## config.mk

```make
export PLATFORM = sky130hd
export DESIGN_NAME = piso_serializer
export DESIGN_NICKNAME = d
export VERILOG_FILES = /design/src/rtl/piso_serializer.sv
export SDC_FILE = /design/constraint.sdc
export NUM_CORES = 1
export LEC_CHECK = 0
export CELL_PAD_IN_SITES_DETAIL_PLACEMENT = 1
export CELL_PAD_IN_SITES_GLOBAL_PLACEMENT = 2
export CORE_ASPECT_RATIO = 1.5
export CORE_MARGIN = 1.5
export CORE_UTILIZATION = 29
export CTS_CLUSTER_DIAMETER = 60
export DETAILED_ROUTE_END_ITERATION = 7
export PLACE_DENSITY_LB_ADDON = 0.1
export SYNTH_ARGS = -nofsm -noshare
export SYNTH_HDL_FRONTEND = slang
export SYNTH_SLANG_ARGS = --single-unit
```

## constraint.sdc

```tcl
create_clock -name clk -period 2.3 [get_ports clk]
set_input_delay 0.575 -clock clk [delete_from_list [all_inputs] [get_ports clk]]
set_output_delay 0.575 -clock clk [all_outputs]
set_load 0.01 [all_outputs]
```

## src/rtl/piso_serializer.sv

```systemverilog
// rtl/piso_serializer.sv - parallel-in serial-out loader feeding the serial shift chain
//
// Purpose: accepts a WIDTH-bit word over a valid/ready handshake and shifts it
// out one bit per clock, flagging payload bits and the final bit of each word.
// Back-to-back words stream with no idle gap.
//
// Ports:
//   clk          in   rising-edge clock, shared with the downstream chain
//   rst_n        in   asynchronous active-low reset
//   in_data      in   parallel word, sampled only on a handshake edge
//   in_valid     in   upstream has a word on in_data
//   in_ready     out  block can accept a word this cycle
//   serial_out   out  serial bit, drives the shift chain d input
//   serial_valid out  serial_out carries a payload bit this cycle
//   last_bit     out  serial_out carries the final bit of the current word
module piso_serializer #(
  parameter int WIDTH     = 8,
  parameter bit LSB_FIRST = 1'b0
) (
  input  logic             clk,
  input  logic             rst_n,
  input  logic [WIDTH-1:0] in_data,
  input  logic             in_valid,
  output logic             in_ready,
  output logic             serial_out,
  output logic             serial_valid,
  output logic             last_bit
);

  localparam int CW = $clog2(WIDTH);
  localparam logic [CW-1:0] CNT_LOAD = CW'(WIDTH - 1);

  typedef enum logic {
    S_IDLE  = 1'b0,
    S_SHIFT = 1'b1
  } state_e;

  state_e           state_q, state_d;
  logic [WIDTH-1:0] shreg_q, shreg_d;
  logic [CW-1:0]    cnt_q, cnt_d;

  logic xfer;
  logic cnt_zero;

  assign cnt_zero = (cnt_q == '0);

  // Ready depends only on registered state so the handshake never forms a
  // combinational loop with the upstream valid.
  assign in_ready = (state_q == S_IDLE) || ((state_q == S_SHIFT) && cnt_zero);
  assign xfer     = in_valid && in_ready;

  always_comb begin
    state_d = state_q;
    shreg_d = shreg_q;
    cnt_d   = cnt_q;
    case (state_q)
      S_IDLE: begin
        if (xfer) begin
          shreg_d = in_data;
          cnt_d   = CNT_LOAD;
          state_d = S_SHIFT;
        end
      end
      S_SHIFT: begin
        if (!cnt_zero) begin
          // Move the next bit toward the output end, zero-filling behind it.
          if (LSB_FIRST) begin
            shreg_d = {1'b0, shreg_q[WIDTH-1:1]};
          end else begin
            shreg_d = {shreg_q[WIDTH-2:0], 1'b0};
          end
          cnt_d = cnt_q - 1'b1;
        end else if (xfer) begin
          // Reload on the last bit so the next word follows with no gap.
          shreg_d = in_data;
          cnt_d   = CNT_LOAD;
        end else begin
          shreg_d = '0;
          state_d = S_IDLE;
        end
      end
      default: begin
        shreg_d = '0;
        cnt_d   = '0;
        state_d = S_IDLE;
      end
    endcase
  end

  always_ff @(posedge clk or negedge rst_n) begin
    if (!rst_n) begin
      state_q <= S_IDLE;
      shreg_q <= '0;
      cnt_q   <= '0;
    end else begin
      state_q <= state_d;
      shreg_q <= shreg_d;
      cnt_q   <= cnt_d;
    end
  end

  // Outputs decode registers only; gating with state keeps them low in IDLE.
  assign serial_valid = (state_q == S_SHIFT);
  assign serial_out   = serial_valid && (LSB_FIRST ? shreg_q[0] : shreg_q[WIDTH-1]);
  assign last_bit     = serial_valid && cnt_zero;

endmodule

```

# After elaboration in Yosys (flattened, before gate mapping)
# Index checks and enable logic that the tools add are counted.
[word_totals]
reg_bits = 12
input_bits = 11
output_inout_bits = 4
wordCells = 21
[classes]
add_sub_neg = 1
n_eq_ne = 1
n_mux = 10
n_bitwise = 1
reduce_logical = 5
[op_table]
columns = ["cell", "count"]
rows = [
  ["$mux W8", 3],
  ["$pmux W8 S2", 1],
  ["$mux W3", 2],
  ["$pmux W3 S2", 1],
  ["$logic_and A1 B1 Y1", 3],
  ["$logic_not A3 Y1", 1],
  ["$sub A3 B1 Y3 const B", 1],
  ["$mux W1", 2],
  ["$ne A2 B2 Y1 const B", 1],
  ["$pmux W1 S2", 1],
  ["$logic_or A1 B1 Y1", 1],
  ["$not A1 Y1", 1],
]

# Depth between registers and ports, before layout
[depth]
word_depth = 7
depth_mapped = 7
ltp_nobuf = 5

# Worst setup path before layout
# OpenSTA, ideal clock, no wires.
[synth_path]
kind = "register -> output"
from = "register cnt_q[0]"
to = "output port in_ready"
arrival_ps = 1187
slack_ps = 538
stages_incl_launch_ff = 8
path_buffers = 2
path_cell_list = "dfrtp_1 > inv_1 > ha_1 > nand2b_4 > buf_6 > and2_4 > buf_6 > inv_1"
[synth_via]
elab_chain_len = 3
[synth_lines]
columns = ["element", "line", "rtl"]
rows = [
  ["start: declaration", "40", "logic [CW-1:0] cnt_q, cnt_d;"],
  ["start signal: assignment", "98", "cnt_q <= cnt_d;"],
  ["$logic_not A3 Y1", "45", "assign cnt_zero = (cnt_q == '0);"],
  ["$logic_and A1 B1 Y1", "49", "assign in_ready = (state_q == S_IDLE) || ((state_q == S_SHIFT) && cnt_zero);"],
  ["$logic_or A1 B1 Y1", "49", ""],
  ["end: declaration", "24", "output logic in_ready,"],
]
# No other way between the ends.

# Worst setup path after layout
# Ends and elaborated chain as after synthesis.

==> flow_summary_export.csv <==
group,metric,value,unit
run_status,status,"completed",
clock_network,cts_sinks,12,
setup_path,worst_setup_path_end_kind,"output port",
placement,numPortBuffers,14,
die,rows,21,
timing,period_needed,2.07,ns
pwr,p_per_area,1030,mW/mm²
timing,setup-violations-final,0,
global_route,track_usage,0.129,
cells_and_area,drive_above_1_share,0.182,
clock_network,cts_made_buffers,3,
synth,netlist_instances,62,
setup_path,crit_arrival,1.49,ns
cells_and_area,nets,91,
global_route,grt_pass1_vias,544,
placement,finalWeightedCongestion,0.672,
pwr,p_leak,0.428,nW
clock_network,cts.reportedPaths.clkPinSlew,0.07,ns
drt,route.met3.wl,45,µm
timing,period_share,0.899,
timing,fin_skew,0.00403,ns
drt,firstDrtPassIters,1,
setup_path,critPathRequiredTime,1.73,ns
drt,drt_iter0_drc,0,
clock_network,tritoncts,"done",
timing,grt_setup_unrepaired,"false",
global_route,grt_pass1_wl,2460,µm
drt,wl,1420,µm
synth,syn_nets,75,
drt,wl_met2,708,µm
die,coreArea,0.00221,mm²
synth,synth.area.mux_share,0.151,
timing,relSlewSlack,0.621,
clock_network,htree_num_levels,1,
run,drv_cap,0,
timing,finalMaxSlewViolations,0,
timing,setup_tns,0,ns
timing,tightest_slew,0.567,ns
synth,synth-xor-area-share,0,
setup_path,crit_type,"reg -> out",
drt,via_per_inst,5.12,
synth,synthSimpleGateAreaFrac,0.109,
timing,timing.fmax,0.483,GHz
placement,dp_hpwl,1090,µm
setup_path,start_kind,"flip-flop",
die,start_util,0.301,
setup_path,cp_max_fo,8,
global_route,antenna_found_initial,0,
synth,syn_area,664,µm²
synth,synth_compound_area_frac,0.169,
clock_network,hold_buffers,0,
drt,met1Wirelength,635,µm
clock_network,clk_latency,0.27,ns
clock_network,max-clock-path-buffers,2,
synth,synth_seq_cells,12,
cells_and_area,design_area,867,µm²
synth,yosysWarnings,0,
worst_hold_path,hold_class,"reg -> reg",
drt,vias,512,
drt,drc,0,
clock_network,clockRootBuffer,"clkbuf_4",
die,die_h,61.6,µm
cells_and_area,antennaDiodeCount,0,
global_route,grt_overflow,0,
synth,synth_area_per_cell,10.7,µm²
cells_and_area,areaGrowthSynthToFinish,30.5,%
die,die_w,42.1,µm
drt,detail-route-antenna-nets,0,
die,die_area,0.00259,mm²
cells_and_area,nFillCells,260,
synth,seq_area_frac_synth,0.452,
synth,synth_top_family_by_area,"compound AO/OA/AOI/OAI gates",
synth,synthAdderAreaFrac,0.0377,
placement,placed_area,817,µm²
drt,avgRoutedWirePerCell,14.2,µm
timing,hold_viol_final,0,
cells_and_area,final_cell_mix,"dfrtp_1 (12), clkdlybuf4s50_1 (12), mux2i_1 (10), o21ai_0 (7), a32oi_1 (6)",
global_route,grt_max_degree,13,
die,ioPinCount,15,
drt,top_layer_used,"met4",
pwr,peakVddDrop,0.000368,V
synth,synth.distinct_cells,20,
## cells by family (layout without fill, tap and decap cells)
| family | count (synthesis) | count (layout) |
|---|---|---|
| AO/OA/AOI/OAI | 16 | 16 |
| flip-flops | 12 | 12 |
| AND/OR/NAND/NOR | 12 | 12 |
| multiplexers | 10 | 10 |
| buffers and inverters | 10 | 25 |
| adder cells (fa/ha/maj) | 2 | 2 |
## cell type report
type,instances,area [µm²],share of cell area
multi-input combinational,40,323,0.372
timing repair buffer,17,164,0.189
tap,23,28.8,0.0332
sequential,12,300,0.346
clock buffer,4,36.3,0.0418
inverter,4,15.0,0.0173
## layer usage
metal | up-vias | global-route usage
li1 | 253 | -
met1 | 246 | 0.161
met2 | 9 | 0.221
met3 | 4 | 0.0176
met4 | 0 | 0.0670
met5 | - | 0
## power breakdown
| group | switching [W] | total (W) | internal [W] |
|---|---|---|---|
| logic | 0.000173 | 0.000381 | 0.000208 |
| clock network | 0.0000683 | 0.000164 | 0.0000961 |
| registers | 0.0000589 | 0.000349 | 0.000290 |
## state kept, by name, summed over array words and instances, names as in the netlist
name / flops
serial_valid: 1
shreg_q: 8
cnt_q: 3
## synthesized netlist by cell type
| cell type | instances | area share |
|---|---|---|
| nor3_1 | 1 | 0.0075 |
| a21oi_1 | 1 | 0.0075 |
| clkbuf_1 | 3 | 0.017 |
| ha_1 | 2 | 0.038 |
| buf_6 | 2 | 0.034 |
| nand2_1 | 1 | 0.0056 |
| or2_2 | 1 | 0.0094 |
| and2_1 | 1 | 0.0094 |
| dfrtp_1 | 12 | 0.45 |
| and3b_2 | 1 | 0.015 |
| inv_1 | 4 | 0.023 |
| a221o_1 | 1 | 0.015 |
| and2_4 | 1 | 0.013 |
| mux2i_1 | 10 | 0.15 |
| a32oi_1 | 6 | 0.079 |
| o21ai_0 | 7 | 0.053 |
| buf_2 | 1 | 0.0075 |
| o32a_1 | 1 | 0.015 |
| nor2_1 | 5 | 0.028 |
| nand2b_4 | 1 | 0.021 |
## path summary, 6_finish.rpt
check                                         from                endpoint  slack (ns)  depth (start not counted)
min in group asynchronous                    rst_n  shreg_q[1]$_DFFE_PN0P_        0.67                          1
worst max register to register  cnt_q[0]$_DFF_PN0_  shreg_q[1]$_DFFE_PN0P_        0.90                          5
worst min register to register  cnt_q[0]$_DFF_PN0_      cnt_q[0]$_DFF_PN0_        0.51                          1
max in group asynchronous                    rst_n  shreg_q[4]$_DFFE_PN0P_        1.26                          1
worst min-delay path            cnt_q[0]$_DFF_PN0_      cnt_q[0]$_DFF_PN0_        0.51                          1
worst max-delay path            cnt_q[0]$_DFF_PN0_                in_ready        0.23                          6
## through the flow
stage	power, W	util	setup WS [ns]	hold slack (ns)	std cells
5_1_grt	0.000969	0.393	0.161	0.533	100
3_3_place_gp	0.000720	0.370	0.155	0.471	96
2_1_floorplan	0.000609	-	0.538	0.279	62
3_5_place_dp	0.000724	0.370	0.124	0.487	96
4_1_cts	0.000917	0.392	0.0328	0.517	100
6_report	0.000895	0.393	0.232	0.509	100
## repair_timing
item | 4_1_cts | 5_1_grt
gates resized for setup | 5 | 1
setup buffers | 0 | 0
setup endpoints to repair | 2 | 1
## critical path: stages, from the launching register on
cell	delay (ns)
dfrtp_1	0.40
inv_2	0.09
ha_4	0.16
nand2b_4	0.09
and2_4	0.19
inv_1	0.04
dlygate4sd2_1	0.25
(Power assumes the default switching activity.)
